<file path="src/rtl/pe_op_sequencer.sv">
// rtl/pe_op_sequencer.sv - issue/retire sequencer around a fixed-latency, non-stallable PE
module pe_op_sequencer #(
    parameter int PRECISION = 32,
    parameter int TAG_W     = 8,
    parameter int MULT_LAT  = 10,
    parameter int ADD_LAT   = 25,
    parameter int OUT_DEPTH = 32
) (
    input  logic                 clk,
    input  logic                 rst_n,
    input  logic                 in_valid,
    output logic                 in_ready,
    input  logic                 in_op,
    input  logic [TAG_W-1:0]     in_tag,
    input  logic [PRECISION-1:0] in_a,
    input  logic [PRECISION-1:0] in_b,
    input  logic [PRECISION-1:0] in_c,
    output logic [PRECISION-1:0] pe_a,
    output logic [PRECISION-1:0] pe_b,
    output logic [PRECISION-1:0] pe_c,
    input  logic [PRECISION-1:0] pe_mult_result,
    input  logic [PRECISION-1:0] pe_add_result,
    output logic                 out_valid,
    input  logic                 out_ready,
    output logic                 out_op,
    output logic [TAG_W-1:0]     out_tag,
    output logic [PRECISION-1:0] out_data,
    output logic                 busy
);
    localparam int CNT_W     = $clog2(OUT_DEPTH + 1);
    localparam int PTR_W     = (OUT_DEPTH > 1) ? $clog2(OUT_DEPTH) : 1;
    localparam int ENT_W     = 1 + TAG_W + PRECISION;
    localparam int COL_STAGE = ADD_LAT - MULT_LAT - 1;
    localparam logic [CNT_W:0]   DEPTH_C = (CNT_W + 1)'(OUT_DEPTH);
    localparam logic [PTR_W-1:0] LAST_P  = PTR_W'(OUT_DEPTH - 1);

    logic [PRECISION-1:0] pe_a_q, pe_a_d, pe_b_q, pe_b_d, pe_c_q, pe_c_d;
    logic [MULT_LAT-1:0]  mul_vld_q, mul_vld_d;
    logic [TAG_W-1:0]     mul_tag_q [MULT_LAT];
    logic [TAG_W-1:0]     mul_tag_d [MULT_LAT];
    logic [ADD_LAT-1:0]   add_vld_q, add_vld_d;
    logic [TAG_W-1:0]     add_tag_q [ADD_LAT];
    logic [TAG_W-1:0]     add_tag_d [ADD_LAT];
    logic [PTR_W-1:0]     wr_ptr_q, wr_ptr_d, rd_ptr_q, rd_ptr_d;
    logic [CNT_W-1:0]     fifo_cnt_q, fifo_cnt_d, infl_cnt_q, infl_cnt_d;
    logic [ENT_W-1:0]     fifo_mem [OUT_DEPTH];

    logic [CNT_W:0]   used;
    logic             collision, accept, pop, fifo_empty, ret_mul, ret_add, wr_en;
    logic [ENT_W-1:0] wr_entry, rd_entry;

    function automatic logic [PTR_W-1:0] ptr_inc(input logic [PTR_W-1:0] p);
        return (p == LAST_P) ? '0 : p + 1'b1;
    endfunction

    // Credits count both queued results and ops still inside the PE, so a retire can never overflow.
    assign used      = {1'b0, fifo_cnt_q} + {1'b0, infl_cnt_q};
    // A MULT issued now would retire on the same edge as the MULSUB sitting at this stage.
    assign collision = add_vld_q[COL_STAGE];
    assign in_ready  = rst_n && (used < DEPTH_C) && !(!in_op && collision);
    assign accept    = in_valid && in_ready;

    assign fifo_empty = (fifo_cnt_q == '0);
    assign pop        = !fifo_empty && out_ready;
    assign ret_mul    = mul_vld_q[MULT_LAT-1];
    assign ret_add    = add_vld_q[ADD_LAT-1];
    assign wr_en      = ret_mul || ret_add;
    assign wr_entry   = ret_add ? {1'b1, add_tag_q[ADD_LAT-1], pe_add_result}
                                : {1'b0, mul_tag_q[MULT_LAT-1], pe_mult_result};
    assign rd_entry   = fifo_mem[rd_ptr_q];

    assign out_valid = !fifo_empty;
    assign {out_op, out_tag, out_data} = fifo_empty ? '0 : rd_entry;
    assign busy      = (used != '0);
    assign pe_a      = pe_a_q;
    assign pe_b      = pe_b_q;
    assign pe_c      = pe_c_q;

    always_comb begin
        pe_a_d = pe_a_q;
        pe_b_d = pe_b_q;
        pe_c_d = pe_c_q;
        if (accept) begin
            pe_a_d = in_a;
            pe_b_d = in_b;
            pe_c_d = in_c;
        end

        mul_vld_d    = '0;
        mul_tag_d    = mul_tag_q;
        mul_vld_d[0] = accept && !in_op;
        mul_tag_d[0] = in_tag;
        for (int i = 1; i < MULT_LAT; i++) begin
            mul_vld_d[i] = mul_vld_q[i-1];
            mul_tag_d[i] = mul_tag_q[i-1];
        end

        add_vld_d    = '0;
        add_tag_d    = add_tag_q;
        add_vld_d[0] = accept && in_op;
        add_tag_d[0] = in_tag;
        for (int i = 1; i < ADD_LAT; i++) begin
            add_vld_d[i] = add_vld_q[i-1];
            add_tag_d[i] = add_tag_q[i-1];
        end

        wr_ptr_d   = wr_en ? ptr_inc(wr_ptr_q) : wr_ptr_q;
        rd_ptr_d   = pop ? ptr_inc(rd_ptr_q) : rd_ptr_q;
        fifo_cnt_d = fifo_cnt_q + CNT_W'(wr_en) - CNT_W'(pop);
        infl_cnt_d = infl_cnt_q + CNT_W'(accept) - CNT_W'(wr_en);
    end

    always_ff @(posedge clk or negedge rst_n) begin
        if (!rst_n) begin
            pe_a_q     <= '0;
            pe_b_q     <= '0;
            pe_c_q     <= '0;
            mul_vld_q  <= '0;
            add_vld_q  <= '0;
            for (int i = 0; i < MULT_LAT; i++) mul_tag_q[i] <= '0;
            for (int i = 0; i < ADD_LAT; i++) add_tag_q[i] <= '0;
            wr_ptr_q   <= '0;
            rd_ptr_q   <= '0;
            fifo_cnt_q <= '0;
            infl_cnt_q <= '0;
        end else begin
            pe_a_q     <= pe_a_d;
            pe_b_q     <= pe_b_d;
            pe_c_q     <= pe_c_d;
            mul_vld_q  <= mul_vld_d;
            add_vld_q  <= add_vld_d;
            mul_tag_q  <= mul_tag_d;
            add_tag_q  <= add_tag_d;
            wr_ptr_q   <= wr_ptr_d;
            rd_ptr_q   <= rd_ptr_d;
            fifo_cnt_q <= fifo_cnt_d;
            infl_cnt_q <= infl_cnt_d;
        end
    end

    // Storage is never read while empty, so it needs no reset.
    always_ff @(posedge clk) begin
        if (wr_en) fifo_mem[wr_ptr_q] <= wr_entry;
    end
endmodule

</file>
<file path="config.mk">
export PLATFORM = sky130hd
export DESIGN_NAME = pe_op_sequencer
export DESIGN_NICKNAME = d
export VERILOG_FILES = /design/src/rtl/pe_op_sequencer.sv
export SDC_FILE = /design/constraint.sdc
export NUM_CORES = 2
export LEC_CHECK = 0
export CAP_MARGIN = 20
export CORE_MARGIN = 5
export CORE_UTILIZATION = 25
export CTS_BUF_LIST = sky130_fd_sc_hd__clkbuf_4 sky130_fd_sc_hd__clkbuf_8 sky130_fd_sc_hd__clkbuf_16
export DETAILED_ROUTE_END_ITERATION = 12
export PLACE_DENSITY = 0.38
export SYNTH_ARGS = -nofsm -noshare
export SYNTH_HDL_FRONTEND = slang
export SYNTH_SLANG_ARGS = --single-unit
</file>
<file path="constraint.sdc">
create_clock -name clk -period 9.1 [get_ports clk]
set_clock_uncertainty 0.2 [all_clocks]
set_input_delay 1.82 -clock clk [delete_from_list [all_inputs] [get_ports clk]]
set_output_delay 1.82 -clock clk [all_outputs]
set_load 0.02 [all_outputs]
</file>
Word level (Yosys, flattened, before mapping)
Memory sizes are Yosys's and may differ from the RTL's.
Index checks and enable logic that the tools add are counted.
{ "totals": {"regBits": 353, "ramBits": 1312, "input_bits": 173, "out_inout_bits": 140, "wordCells": 64, "n_memories": 1} }
{ "mem_list": {"columns": ["memory", "words", "width", "rd", "rd_ports_with_merged_regs", "write_ports", "line", "source"], "rows": [
  ["fifo_mem", 32, 41, 1, 0, 1, "46", "logic [ENT_W-1:0] fifo_mem [OUT_DEPTH];"]
]} }
{ "op_classes": {"add_sub_neg": 7, "order_cmp": 1, "eq_ne": 2, "muxes": 6, "n_reduce_logical": 13} }
{ "op_table": {"columns": ["op", "count"], "rows": [
  ["$mux 41", 2],
  ["$add 6x1->6", 2],
  ["$sub 6x1->6", 2],
  ["$add 5x1->5 const B", 2],
  ["$eq 5x5->1 const B", 2],
  ["$mux 5", 2],
  ["$add 6x6->7", 1],
  ["$logic_and 1x1->1", 7],
  ["$lt 7x6->1 const B", 1],
  ["$reduce_bool 7->1", 1],
  ["$logic_not 6->1", 1],
  ["$logic_not 1->1", 3],
  ["$mux 1", 2],
  ["$logic_or 1x1->1", 1]
]} }

Depth between registers and ports, before layout
{ "logic_depth": {"ltp_word": 7, "depth_mapped": 19} }

Worst setup path after synthesis
OpenSTA, ideal clock, no wires.
{ "synth_timing": {"kind": "input to output", "startpoint": "input port in_op", "endpoint": "output port in_ready", "t_arrival_ns": 2.363, "required_ns": 7.080, "setup_slack_ns": 4.717, "cell_stages": 3, "n_path_buf": 0, "cell_sequence": "nor2b_1 nor4b_1 and2_1"} }
{ "synth_via": {"elab_chain_cells": 4} }
{ "synth_rtl": {"columns": ["element", "line", "source"], "rows": [
  ["start: declaration", "13", "input logic in_op,"],
  ["$logic_not 1->1", "60", "assign in_ready = rst_n && (used < DEPTH_C) && !(!in_op && collision);"],
  ["$logic_and 1x1->1", "60", null],
  ["$logic_not 1->1", "60", null],
  ["$logic_and 1x1->1", "60", null],
  ["end: declaration", "12", "output logic in_ready,"]
]} }
No other way between the ends.

Final worst setup path
{ "layout_timing": {"startpoint": "register rd_ptr_q[1]", "endpoint": "output port out_data[9]"} }
{ "layout_via": {"elab_chain_cells": 2} }
{ "layout_rtl": {"columns": ["element", "line", "source"], "rows": [
  ["start: declaration", "44", "logic [PTR_W-1:0] wr_ptr_q, wr_ptr_d, rd_ptr_q, rd_ptr_d;"],
  ["start signal: assignment", "135", "rd_ptr_q <= rd_ptr_d;"],
  ["$mem_v2 32x41", null, null],
  ["$mux 41", "73", "assign {out_op, out_tag, out_data} = fifo_empty ? '0 : rd_entry;"],
  ["end: declaration", "27", "output logic [PRECISION-1:0] out_data,"]
]} }
No other way between the ends.

==> metrics.md <==
| Metric | Value |
|---|---|
| Status | completed |
| Starting Density | 0.252 |
| Global-route wire length before repair | 237,000 µm |
| Initial antenna violation count | 9 |
| #FFs+latches synth | 1,665 |
| Synth area leader | edfxtp_1 |
| Top Ports | 313 |
| DP HPWL | 90,400 µm |
| Synth unique cells | 45 |
| NumNets Final | 3,297 |
| Post-synth EDFFs | 1,312 |
| Logic pwr share | 0.255 |
| Final setup margin | 2.24 ns |
| CTS clk-pin slew, worst paths | 0.06 ns |
| Highest attainable clock frequency | 0.146 GHz |
| Worst Path Required | 7.08 ns |
| Hold Path Depth | 0 |
| Synth warnings | 0 |
| Power Total | 21.9 mW |
| Via count | 28,400 |
| Worst Tran Pin Value | 1.17 ns |
| Int Pwr | 15.4 mW |
| Hold Path Class | reg2reg |
| CP peak stage delay | 0.82 ns |
| Hold path start | add_tag_d[120] |
| Adder-cell share of the synthesized area | 0.00657 |
| Dpl ws | 2.96 ns |
| Post_cts resized | 0 |
| Tmin final | 6.86 ns |
| Max-cap viol count | 0 |
| Post-CTS Setup Inserts | 0 |
| Unrepaired setup endpoints after global routing | no |
| Switch share | 0.298 |
| P&R area growth vs syn | 21.9% |
| PwrDens | 297 nW/µm² |
| R2r setup slk | 5.00 ns |
| Top cells by area, synth | edfxtp_1 (65%), dfrtp_1 (15%), mux4_2 (12%) |
| Relative slew slack | 0.217 |
| Clock power share | 0.330 |
| Largest net degree at the start of global routing | 96 |
| Reg2reg end | infl_cnt_q[4] |
| Final WL | 168,000 µm |
| CTS tree | yes |
| Sequential fraction of design power | 0.415 |
| Drt via density | 4.42 |
| CTS Root Cell | clkbuf_16 |
| Setup TNS | 0 ns |
| Most common cell after layout, fill and taps aside | edfxtp_1 |
| GRT Resource Usage Total | 0.132 |
| Post-synthesis mux area share | 0.149 |
| Main combinational cell family by area after synthesis | multiplexers |
| Residual DRC | 0 |
| Port Buf Inserts | 312 |
| Crit path max-delay family | buffers and inverters |
| Mapped Nets | 2,861 |
| Die area | 252,000 µm² |
| Max IR drop VDD | 166 µV |
| Slowest cell on the critical path | dfrtp_4 |
| Simple logic cell fraction of the synthesized area | 0.0119 |
| GRT overflow | 0 |
| Share of layout cells above drive strength 1 | 0.272 |
| Commonest cells after routing, fill and taps aside | edfxtp_1 (1,312), dfrtp_1 (348), mux4_2 (328), clkdlybuf4s50_1 (311), clkbuf_16 (187) |
| Total CTS buffers | 182 |
| Main synth FF type | edfxtp_1 |
| Clk_lat worst skew | 0.82 ns |
| Worst-path maximum fanout | 49 |
| Row cnt | 180 |
| Mean routed wirelength per cell | 26.1 µm |
| Leak | 24.1 nW |
| Final Cycle Share | 0.754 |
| Critical Path Most Common Cell | buf_4 |
| Final hold vios | 0 |
| Post-synth top area share | 0.650 |
| Syn_area_per_cell | 22.8 µm² |
| Critical Path AT | 4.84 ns |
| Register area share after synthesis | 0.796 |
| DRT Pass-1 Iters | 4 |
| Net Sw Power | 6.53 mW |
| Setup crit end kind | output pin |
| Crit path buffers/inverters | 3 |
| Area of the core | 241,000 µm² |
| Worst-path cell chain | buf_4 -> buf_4 -> mux4_2 -> a22oi_1 -> nand4_1 -> clkdlybuf4s50_1 |
| Max-slew violations | 0 |
| Final setup viols | 0 |
| Hold Path End | add_tag_d[112] |
| WS Path Type | reg2out |
| Startpoint types | register |
| Area fraction in compound gates after synthesis | 0.0236 |
| Worst Reg-to-Reg Cells | 16 |
| Die Y | 502 µm |
| Longest Clk Path Bufs | 3 |
| Clock tree sinks | 1,665 |
| Mapped Area | 60,600 µm² |
| Post-Synth XOR/XNOR Area | 0.00130 |
| Reg2Reg Launch Point | fifo_cnt_q[0] |
| RD Place Congestion | 0.701 |
| Die Wd | 502 µm |
| H-tree depth | 4 |
| Vias in the first global route | 30,800 |
| Routed Antenna Nets | 0 |
| Post-synthesis async set-or-reset flop share | 0.212 |
| Post-CTS Hold Buffers | 0 |
| DR iter-0 viols | 2,087 |
| Cell count after synthesis | 2,658 |
routing by layer:
layer	share of wire	global-route usage	up-vias
met5	0.000077	0	-
met4	0.020	0.0306	2
met3	0.062	0.0357	231
met2	0.47	0.211	791
met1	0.45	0.179	15500
li1	-	-	11900
worst reg2reg max path: cells and delay by family, from the launching register on:
kind / cells / cell delay (ns)
xor gates and xnor gates: 1 / 0.13
buffers and inverters: 3 / 0.33
adders and majority gates: 5 / 1.42
DFF: 1 / 0.41
and+or+nand+nor: 4 / 0.77
AOI/OAI and AO/OA: 3 / 0.79
flip-flops by register name (all words and copies together), names as in the netlist, 6 cells and up:
name,flops
mul_vld_q,10
pe_c,32
add_tag_d,192
pe_b,32
add_vld_q,25
fifo_mem,1312
infl_cnt_q,6
fifo_cnt_q,6
add_tag_q,8
pe_a,32
kinds of logic after synthesis:
family | count (synthesis)
multiplexers | 465
adder cells (fa/ha/maj) | 30
AO/OA/AOI/OAI | 196
AND/OR/NAND/NOR | 139
flip-flops | 1665
XOR/XNOR | 9
buffers and inverters | 154
layout make-up:
class	count	area (µm²)
Fill cell	23200	167000
Timing Repair Buffer	379	3700
Tap cell	3185	3990
Clock inverter	94	812
Sequential cell	1665	48300
Inverter	27	101
Clock buffer	234	5060
Antenna cell	5	12.5
Multi-Input combinational cell	839	11900
power groups by stage:
stage	clock network [mW]	registers, mW	logic [mW]
final	7.25	9.10	5.60
after global routing	7.84	9.16	6.01
after CTS	7.50	9.12	5.77
after detailed placement	0	9.26	5.76
after global placement	0	9.26	5.80
after floorplan	0	9.35	3.13
Yosys cell counts, types with 2 or more instances:
cell,n
nand4_1,41
a22oi_1,164
o21a_1,2
nand4b_1,2
nor2b_1,2
buf_2,41
xor2_1,3
buf_12,3
dfrtp_1,353
mux2_4,18
clkbuf_1,68
inv_1,27
buf_4,7
nor3_1,5
mux4_2,328
nand3b_1,4
nor2_1,48
buf_1,7
o21ai_0,6
fa_1,3
o31ai_1,2
o21bai_1,2
and2_1,2
nor4_1,3
edfxtp_1,1312
nand3_1,7
a21o_1,4
and3_1,3
xnor2_1,6
a21oi_1,11
mux2_2,119
ha_1,27
or3_1,2
nand2_1,15
per-stage QoR:
| step | instances | cell area [µm²] | util | hold slack [ns] |
|---|---|---|---|---|
| 3_5_place_dp | 6095 | 68000 | 0.282 | 0.135 |
| 6_report | 6428 | 73800 | 0.307 | 0.136 |
| 4_1_cts | 6423 | 73800 | 0.307 | 0.143 |
| 2_1_floorplan | 2658 | 60600 | - | 0.131 |
| 3_3_place_gp | 6094 | 67900 | 0.282 | 0.132 |
| 5_1_grt | 6424 | 73800 | 0.307 | 0.144 |
worst max-delay path by stage:
stage                       start           to  slack, ns  cells after the start
floorplan                   in_op     in_ready       4.72                      3
global placement      rd_ptr_q[1]  out_data[9]       3.01                      6
detailed placement    rd_ptr_q[1]  out_data[9]       2.96                      6
CTS                   rd_ptr_q[1]  out_data[9]       2.05                      6
global route        fifo_cnt_q[4]   out_tag[0]       1.98                     11
finish                rd_ptr_q[1]  out_data[9]       2.24                      6
(Power assumes the default switching activity.)
